$ cat config.mk
export PLATFORM = sky130hd
export DESIGN_NAME = eviction_tracker_drain
export DESIGN_NICKNAME = d
export VERILOG_FILES = /design/src/rtl/eviction_drain_pkg.sv /design/src/rtl/drain_latency_timer.sv /design/src/rtl/eviction_tracker_drain.sv
export SDC_FILE = /design/constraint.sdc
export NUM_CORES = 1
export LEC_CHECK = 0
export ABC_AREA = 0
export CORE_ASPECT_RATIO = 1.5
export CORE_UTILIZATION = 35
export CTS_CLUSTER_SIZE = 25
export DETAILED_ROUTE_END_ITERATION = 6
export PLACE_DENSITY = 0.62
export SYNTH_ARGS = -nofsm -noshare
export SYNTH_HDL_FRONTEND = slang
export SYNTH_SLANG_ARGS = --single-unit
$ cat constraint.sdc
create_clock -name clock_i -period 2.6 [get_ports clock_i]
set_clock_uncertainty 0.05 [all_clocks]
set_input_delay 0.26 -clock clock_i [delete_from_list [all_inputs] [get_ports clock_i]]
set_output_delay 0.26 -clock clock_i [all_outputs]
set_load 0.01 [all_outputs]
$ cat src/rtl/eviction_drain_pkg.sv
// ============================================================================
// Module   : eviction_drain_pkg
// Brief    : Shared FSM states, status codes and word layout for the drain.
// Revision : 1.0  initial release
// ============================================================================
`default_nettype none

package eviction_drain_pkg;

   typedef logic [2:0] drain_state_t;

   localparam drain_state_t S_IDLE  = 3'd0;
   localparam drain_state_t S_ADDR  = 3'd1;
   localparam drain_state_t S_WAIT  = 3'd2;
   localparam drain_state_t S_PUSH  = 3'd3;
   localparam drain_state_t S_CLEAR = 3'd4;

   localparam logic [1:0] STATUS_RANDOM = 2'b10;
   localparam logic [1:0] STATUS_EXPIRY = 2'b01;
   localparam logic [1:0] STATUS_MULTI  = 2'b00;

   localparam int STATUS_MSB = 31;
   localparam int STATUS_LSB = 30;
   localparam int TRACE_W    = 30;

endpackage

`default_nettype wire

$ cat src/rtl/drain_latency_timer.sv
// ============================================================================
// Module   : drain_latency_timer
// Brief    : Load/decrement counter with zero flag covering tracker read latency.
// Revision : 1.0  initial release
// ============================================================================
`default_nettype none

module drain_latency_timer #(
   parameter int RD_LATENCY = 2
) (
   input  logic i_clk,
   input  logic i_rst_n,
   input  logic i_load,
   input  logic i_dec,
   output logic o_zero
);

   localparam int TW = $clog2(RD_LATENCY + 1);

   logic [TW-1:0] r_count;

   always_ff @(posedge i_clk or negedge i_rst_n) begin
      if (!i_rst_n) begin
         r_count <= '0;
      end else if (i_load) begin
         r_count <= TW'(RD_LATENCY - 1);
      end else if (i_dec && (r_count != '0)) begin
         r_count <= r_count - TW'(1);
      end
   end

   assign o_zero = (r_count == '0);

endmodule

`default_nettype wire

$ cat src/rtl/eviction_tracker_drain.sv
// ============================================================================
// Module   : eviction_tracker_drain
// Brief    : Walks the eviction tracker buffer and streams packed words to host.
//            Define EVICTION_DRAIN_AUTO_EN to trigger on tracker_stall_i rising.
// Revision : 1.0  initial release
// ============================================================================
`default_nettype none

module eviction_tracker_drain
   import eviction_drain_pkg::*;
#(
   parameter int COUNTER_BW   = 30,
   parameter int BUFFER_LIMIT = 4096,
   parameter int BW_BUFFER    = $clog2(BUFFER_LIMIT),
   parameter int RD_LATENCY   = 2
) (
   input  logic                  clock_i,
   input  logic                  resetn_i,
   input  logic                  start_i,
   input  logic                  tracker_stall_i,
   input  logic [31:0]           tracker_count_i,
   input  logic [COUNTER_BW-1:0] tracker_trace_i,
   input  logic [1:0]            tracker_status_i,
   output logic [BW_BUFFER-1:0]  rd_addr_o,
   output logic                  clear_o,
   output logic [31:0]           data_o,
   output logic                  valid_o,
   input  logic                  ready_i,
   output logic                  busy_o,
   output logic                  done_o,
   output logic [31:0]           words_o
);

   // One extra index bit lets N == BUFFER_LIMIT terminate without wrapping.
   localparam int IDX_W = BW_BUFFER + 1;

   drain_state_t         r_state;
   logic [IDX_W-1:0]     r_index;
   logic [IDX_W-1:0]     r_n;
   logic [BW_BUFFER-1:0] r_rd_addr;
   logic [31:0]          r_data;
   logic [31:0]          r_words;
   logic                 r_valid;

   logic                 w_trigger;
   logic                 w_timer_zero;
   logic [IDX_W-1:0]     w_n_cap;
   logic [IDX_W-1:0]     w_index_nxt;

`ifdef EVICTION_DRAIN_AUTO_EN
   logic r_stall_q;

   always_ff @(posedge clock_i or negedge resetn_i) begin
      if (!resetn_i) r_stall_q <= 1'b0;
      else           r_stall_q <= tracker_stall_i;
   end

   assign w_trigger = start_i | (tracker_stall_i & ~r_stall_q);
`else
   logic w_unused_stall;
   assign w_unused_stall = tracker_stall_i;
   assign w_trigger      = start_i;
`endif

   assign w_n_cap     = (tracker_count_i > 32'(BUFFER_LIMIT)) ? IDX_W'(BUFFER_LIMIT)
                                                              : IDX_W'(tracker_count_i);
   assign w_index_nxt = r_index + IDX_W'(1);

   drain_latency_timer #(
      .RD_LATENCY (RD_LATENCY)
   ) u_timer (
      .i_clk   (clock_i),
      .i_rst_n (resetn_i),
      .i_load  (r_state == S_ADDR),
      .i_dec   (r_state == S_WAIT),
      .o_zero  (w_timer_zero)
   );

   always_ff @(posedge clock_i or negedge resetn_i) begin
      if (!resetn_i) begin
         r_state   <= S_IDLE;
         r_index   <= '0;
         r_n       <= '0;
         r_rd_addr <= '0;
         r_data    <= '0;
         r_words   <= '0;
         r_valid   <= 1'b0;
      end else begin
         case (r_state)
            S_IDLE: begin
               if (w_trigger) begin
                  r_n     <= w_n_cap;
                  r_index <= '0;
                  r_words <= '0;
                  r_state <= (w_n_cap == '0) ? S_CLEAR : S_ADDR;
               end
            end
            S_ADDR: begin
               r_rd_addr <= r_index[BW_BUFFER-1:0];
               r_state   <= S_WAIT;
            end
            S_WAIT: begin
               if (w_timer_zero) begin
                  r_data[STATUS_MSB:STATUS_LSB] <= tracker_status_i;
                  r_data[TRACE_W-1:0]           <= TRACE_W'(tracker_trace_i);
                  r_valid                       <= 1'b1;
                  r_state                       <= S_PUSH;
               end
            end
            S_PUSH: begin
               if (ready_i) begin
                  r_valid <= 1'b0;
                  r_words <= r_words + 32'd1;
                  r_index <= w_index_nxt;
                  r_state <= (w_index_nxt == r_n) ? S_CLEAR : S_ADDR;
               end
            end
            S_CLEAR: r_state <= S_IDLE;
            default: r_state <= S_IDLE;
         endcase
      end
   end

   assign rd_addr_o = r_rd_addr;
   assign data_o    = r_data;
   assign valid_o   = r_valid;
   assign words_o   = r_words;
   assign clear_o   = (r_state == S_CLEAR);
   assign done_o    = (r_state == S_CLEAR);
   assign busy_o    = (r_state != S_IDLE);

endmodule

`default_nettype wire

* After elaboration in Yosys (flattened, before gate mapping)
Index checks and enable logic that the tools add are counted.
Storage, ports and cells: register bits 108, input port bits 69, word-level logic and storage cells 52
Operators by class: add/sub/neg operators 3, $lt $le $gt $ge 1, equal/unequal tests 8, muxes and demuxes 18, reductions and logical operators 14
Operator list (count):
- 32-bit 2-to-1 mux | 2
- 32-bit case mux with 2 select lines | 1
- 13-bit 2-to-1 mux | 3
- 32-bit by 1-bit adder with 32-bit output, second input constant | 1
- 32-bit by 13-bit greater-than comparator with 1-bit output, second input constant | 1
- 13-bit case mux with 2 select lines | 1
- 3-bit 2-to-1 mux | 5
- 13-bit by 1-bit adder with 13-bit output, second input constant | 1
- 13-bit == test | 1
- 13-bit logical NOT | 1
- 3-bit case mux with 4 select lines | 1
- 3-bit AND reduction | 3
- 2-bit nonzero test | 4
- 3-bit by 2-bit == test with 1-bit output, second input constant | 2
- 2-bit != test, second input constant | 3
- 2-bit 2-to-1 mux | 2
- 2-bit AND reduction | 2
- 3-bit by 1-bit == test with 1-bit output, second input constant | 1
- 3-bit == test, second input constant | 1
- 3-bit logical NOT | 1
- 3-bit nonzero test | 1
- 2-bit logical NOT | 1
- 1-bit 2-to-1 mux | 2
- 1-bit case mux with 2 select lines | 1
- other kinds (2) | 2

* Logic depth before layout (Yosys ltp)
depth after elaboration 6, mapped depth 8, gate-level depth less buffers 7

* Modules after synthesis
A second synthesis with hierarchy kept.
Second synthesis, totals: cell total of the unflattened synthesis 468, area total of the unflattened synthesis 5193.7 µm²
By module, submodules not included:
- eviction_tracker_drain | times used 1, cells each 457, area an instance 5077.4 µm², seq. area each 2652.5 µm²
- drain_latency_timer | times used 1, cells each 11, area an instance 116.4 µm², seq. area each 50.0 µm²

* Least setup slack after synthesis
OpenSTA, ideal clock, no wires.
kind register to register, start point register r_index[0], end point register r_state[0], library setup time 0.104 ns, arrival time 1.969 ns, data required time 2.446 ns, path slack 0.477 ns, cell stages (with the launch flop) 8, path buffers 0, period minus slack after synthesis 2.123 ns, cell sequence dfrtp_1 > ha_1 > nand2_1 > or4_1 > a32oi_1 > o21a_1 > o41ai_1 > a221oi_1
Between the ends: longest elaborated chain between the ends 5
RTL lines:
- start, declared | line eviction_tracker_drain.sv:38 | logic [IDX_W-1:0] r_index;
- start signal, assigned | line eviction_tracker_drain.sv:114 | r_index <= w_index_nxt;
- 13-bit by 1-bit adder with 13-bit output | line eviction_tracker_drain.sv:67 | assign w_index_nxt = r_index + IDX_W'(1);
- 13-bit == test | line eviction_tracker_drain.sv:115 | r_state <= (w_index_nxt == r_n) ? S_CLEAR : S_ADDR;
- 3-bit 2-to-1 mux | line eviction_tracker_drain.sv:115
- 3-bit 2-to-1 mux | line eviction_tracker_drain.sv:111 | if (ready_i) begin
- 3-bit case mux with 4 select lines | line eviction_tracker_drain.sv:89 | case (r_state)
- end signal, assigned | line eviction_tracker_drain.sv:95 | r_state <= (w_n_cap == '0) ? S_CLEAR : S_ADDR;
- end signal, assigned | line eviction_tracker_drain.sv:115
- end, declared | line eviction_tracker_drain.sv:37 | drain_state_t r_state;
Every way passes these cells. The select of a mux whose other input is x is not followed. A chain may end at the register's enable or synchronous reset.

* Final worst setup path
Ends and elaborated chain as after synthesis.

==> summary.log <==
qor: run_status.status finished clean
qor: detailed_routing.vias 4021
qor: floorplanning.dieArea 14920 sq um
qor: synth.synth_cell_types 48
qor: detailed_routing.route.antenna.remaining_nets 0
qor: grt.grt_pass1_wl 20.50 mm
qor: worst_hold_path.worst_hold_startpoint valid_o
qor: setup_path.r2r_start r_index[0]
qor: timing.maxSlewHeadroom 45.30%
qor: detailed_routing.post-route-drc-count 0
qor: setup_path.crit_path_cells ha_1 -> nand2_1 -> or4_1 -> a32oi_1 -> o21a_1 -> o41ai_1 -> a221oi_1
qor: setup_path.critical-path-max-stage-delay 0.54 ns
qor: synth.syn-instance-count 455
qor: timing.hold_violations 0
qor: cells_and_area.instances_no_fill 810
qor: synth.ys.warnings.count 0
qor: setup_path.timing.reg2reg.worst_path_depth 7
qor: setup_path.startpoint_type_of_the_worst_setup_path flop
qor: worst_hold_path.hold-path-endpoint valid_o
qor: cts.clock_tree.buffer_depth 2
qor: timing.rsz0062_at_grt false
qor: placed_design.place_inst 793
qor: detailed_routing.dr.first_iter.drc_count 185
qor: timing.min_period 2.338 ns
qor: grt.grt.overflow.total 0
qor: cts.tritoncts yes
qor: cells_and_area.post_route_cells_drive_above_1_share 14.08%
qor: synth.post_synth_edffs 0
qor: power_and_ir_drop.p_leak 3.064 nW
qor: setup_path.required 2.79 ns
qor: cts.clkSlewWorstSetupHoldPaths 0.08 ns
qor: floorplanning.die_x 100.1 um
qor: timing.fin_ws 0.2619 ns
qor: cells_and_area.fin_util 50.69%
qor: synth.ys_async_sr_fraction 100.0%
qor: placed_design.dpl.hpwl 9.485 mm
qor: synth.synthesis.nets 527
qor: cts.post_cts_repair_setup_buffers 0
qor: synth.post_synth.cell_area_avg 11.10 sq um
qor: timing.timing_max_transition_violations_final 0
qor: power_and_ir_drop.vdd_ir_drop_max 460.8 uV
qor: detailed_routing.detail_route.wirelength 12.44 mm
qor: setup_path.crit_path_end_kind flop
qor: timing.setup_tns 0 ns
qor: cells_and_area.area_delta_synth_final 41.14%
qor: cts.cts_made_buffers 9
qor: job.timing.max_cap.violations 0
qor: synth.synth.ff_latch_count 108
qor: setup_path.worstSetupPathType flop to flop
qor: floorplanning.std_cell_rows 53
qor: setup_path.crit_fanout 7
qor: setup_path.regToRegEndpoint r_state[0]
qor: worst_hold_path.worstHoldPathCells 1
qor: placed_design.globalplace.congestion 0.8052
qor: setup_path.rrSetupSlack 0.26 ns
qor: detailed_routing.drtPass1Iterations 4
qor: power_and_ir_drop.pwr_density_cell 817.9 nW/um^2
qor: cts.cts_root_cell sky130_fd_sc_hd__clkbuf_16
qor: timing.max_freq 427.7 MHz
qor: detailed_routing.drt-vias-per-instance 4.964
qor: floorplanning.design.portCount 149
qor: placed_design.port_buffers 147
qor: floorplanning.core_region_area 14060 sq um
qor: cts.cts_num_sinks 108
qor: setup_path.cp.arrival 2.53 ns
qor: cells_and_area.n_antenna_cell 0
qor: setup_path.crit_slowest_cell sky130_fd_sc_hd__or4_1
qor: cts.clk_latency 0.35 ns
qor: synth.synth_ff_type sky130_fd_sc_hd__dfrtp_1
qor: detailed_routing.routedWlPerCell 15.36 um
qor: placed_design.placement.setup.worst_slack 0.05678 ns
qor: timing.tightest_slew 0.8205 ns
qor: grt.grtUsageTotal 17.52%
qor: grt.antenna_found_initial 0
qor: timing.number_of_setup_violations_in_the_final_report 0
qor: synth.syn_area 5049 sq um
qor: synth.synth-seq-area-share 53.53%
qor: floorplanning.start_util 35.91%
qor: floorplanning.height_of_the_chip 149.1 um
qor: worst_hold_path.hold_path_class flop to flop
qor: grt.grt_max_degree 66
qor: timing.fin_worst_hold_slack 0.4401 ns
qor: timing.post-route-period-util 89.93%
qor: cts.ctsHtreeMaxLevel 3
qor: cells_and_area.finalNetCount 685
qor: grt.via_count_of_the_first_global_routing_pass 4266
-- cell usage after synthesis (9+ instances only) --
| cell type | number | area (sq um) |
|---|---|---|
| sky130_fd_sc_hd__dfrtp_1 | 108 | 2703 |
| sky130_fd_sc_hd__mux2_2 | 44 | 495.5 |
| sky130_fd_sc_hd__nor2_1 | 40 | 150.1 |
| sky130_fd_sc_hd__nand2_1 | 39 | 146.4 |
| sky130_fd_sc_hd__xor2_1 | 32 | 280.3 |
| sky130_fd_sc_hd__o21ai_0 | 20 | 100.1 |
| sky130_fd_sc_hd__xnor2_1 | 20 | 175.2 |
| sky130_fd_sc_hd__nand3_1 | 15 | 75.07 |
| sky130_fd_sc_hd__nand4_1 | 14 | 87.58 |
| sky130_fd_sc_hd__a22o_1 | 12 | 105.1 |
| sky130_fd_sc_hd__nor4_1 | 12 | 75.07 |
| sky130_fd_sc_hd__clkbuf_1 | 10 | 37.54 |
| sky130_fd_sc_hd__nor3_1 | 10 | 50.05 |
| sky130_fd_sc_hd__inv_1 | 9 | 33.78 |
-- metal layers --
metal,track usage [%],share of wire (%),up-vias
met2,32.07,54,108
met1,19.37,39,1964
met3,3.889,4.7,19
met4,7.246,2.6,0
li1,-,-,1930
met5,0,0,-
-- per-stage QoR --
step	total power, mW	instance area (sq um)
final	5.828	7126
after global routing	6.168	7126
after CTS	5.914	7126
after detailed placement	4.533	6823
after global placement	4.468	6823
after floorplan	3.419	5049
-- worst max-delay path by stage --
| stage | startpoint | cells past startpoint | endpoint |
|---|---|---|---|
| after global placement | start_i | 7 | words_o[29] |
| after detailed placement | start_i | 7 | words_o[17] |
| final | r_index[0] | 7 | r_state[0] |
| after floorplan | r_index[0] | 7 | r_state[0] |
| after CTS | r_index[5] | 6 | r_state[0] |
| after global routing | r_index[5] | 6 | r_state[0] |
-- where the power goes --
group | switching [mW] | internal (mW) | leakage (nW) | total, mW
Combinational | 0.937 | 1.21 | 1.51 | 2.14
Sequential | 0.269 | 2.06 | 1.41 | 2.33
Clock | 0.676 | 0.678 | 0.146 | 1.35
Total | 1.88 | 3.95 | 3.06 | 5.83
-- worst max-delay path, delay by kind of cell, from the launching register on --
family                   cells  cell delay, ns
AND/OR/NAND/NOR              2            0.72
flip-flops                   1            0.48
adder cells (fa/ha/maj)      1            0.24
AO/OA/AOI/OAI                4            0.75
-- area by class of cell --
| type | count | area [sq um] |
|---|---|---|
| fill | 1327 | 6933 |
| sequential | 108 | 2703 |
| multi-input combinational | 318 | 2222 |
| timing repair buffer | 167 | 1634 |
| tap | 192 | 240.2 |
| clock buffer | 9 | 225.2 |
| clock inverter | 7 | 67.56 |
| inverter | 9 | 33.78 |
-- state kept, by name, summed over array words and instances, names as in the netlist --
| register | flops |
|---|---|
| words_o | 32 |
| u_timer.r_count | 2 |
| rd_addr_o | 12 |
| valid_o | 1 |
| data_o | 32 |
| r_state | 3 |
| r_index | 13 |
| r_n | 13 |
-- cell families (layout without fill, tap and decap cells) --
family	after synthesis	count (layout)	share of synthesized area, %
buffers and inverters	29	192	2.553
DFF	108	108	53.53
and+or+nand+nor	162	162	16.53
xor gates and xnor gates	52	52	9.021
AOI/OAI and AO/OA	56	56	7.609
muxes	45	45	10.01
adders and majority gates	3	3	0.7436
-- cells in the final DEF, fill, tap and decap left out, drive strengths merged, types with 9 or more instances in the layout --
cell	instances
buf	20
nor4	14
clkdlybuf4s50	146
a22o	12
mux2	44
clkbuf	9
nand3	15
nand4	15
o21ai	20
xnor2	20
nand2	39
dfrtp	108
inv	14
nor2	41
nor3	11
xor2	32
-- what timing repair did --
item | 4_1_cts | 5_1_grt
resized for setup | 0 | 0
hold buffers | 1 | 0
endpoints found under the setup margin | 0 | 0
hold endpoints to repair | 53 | 0
No activity file was read; power rests on OpenSTA's default activity.
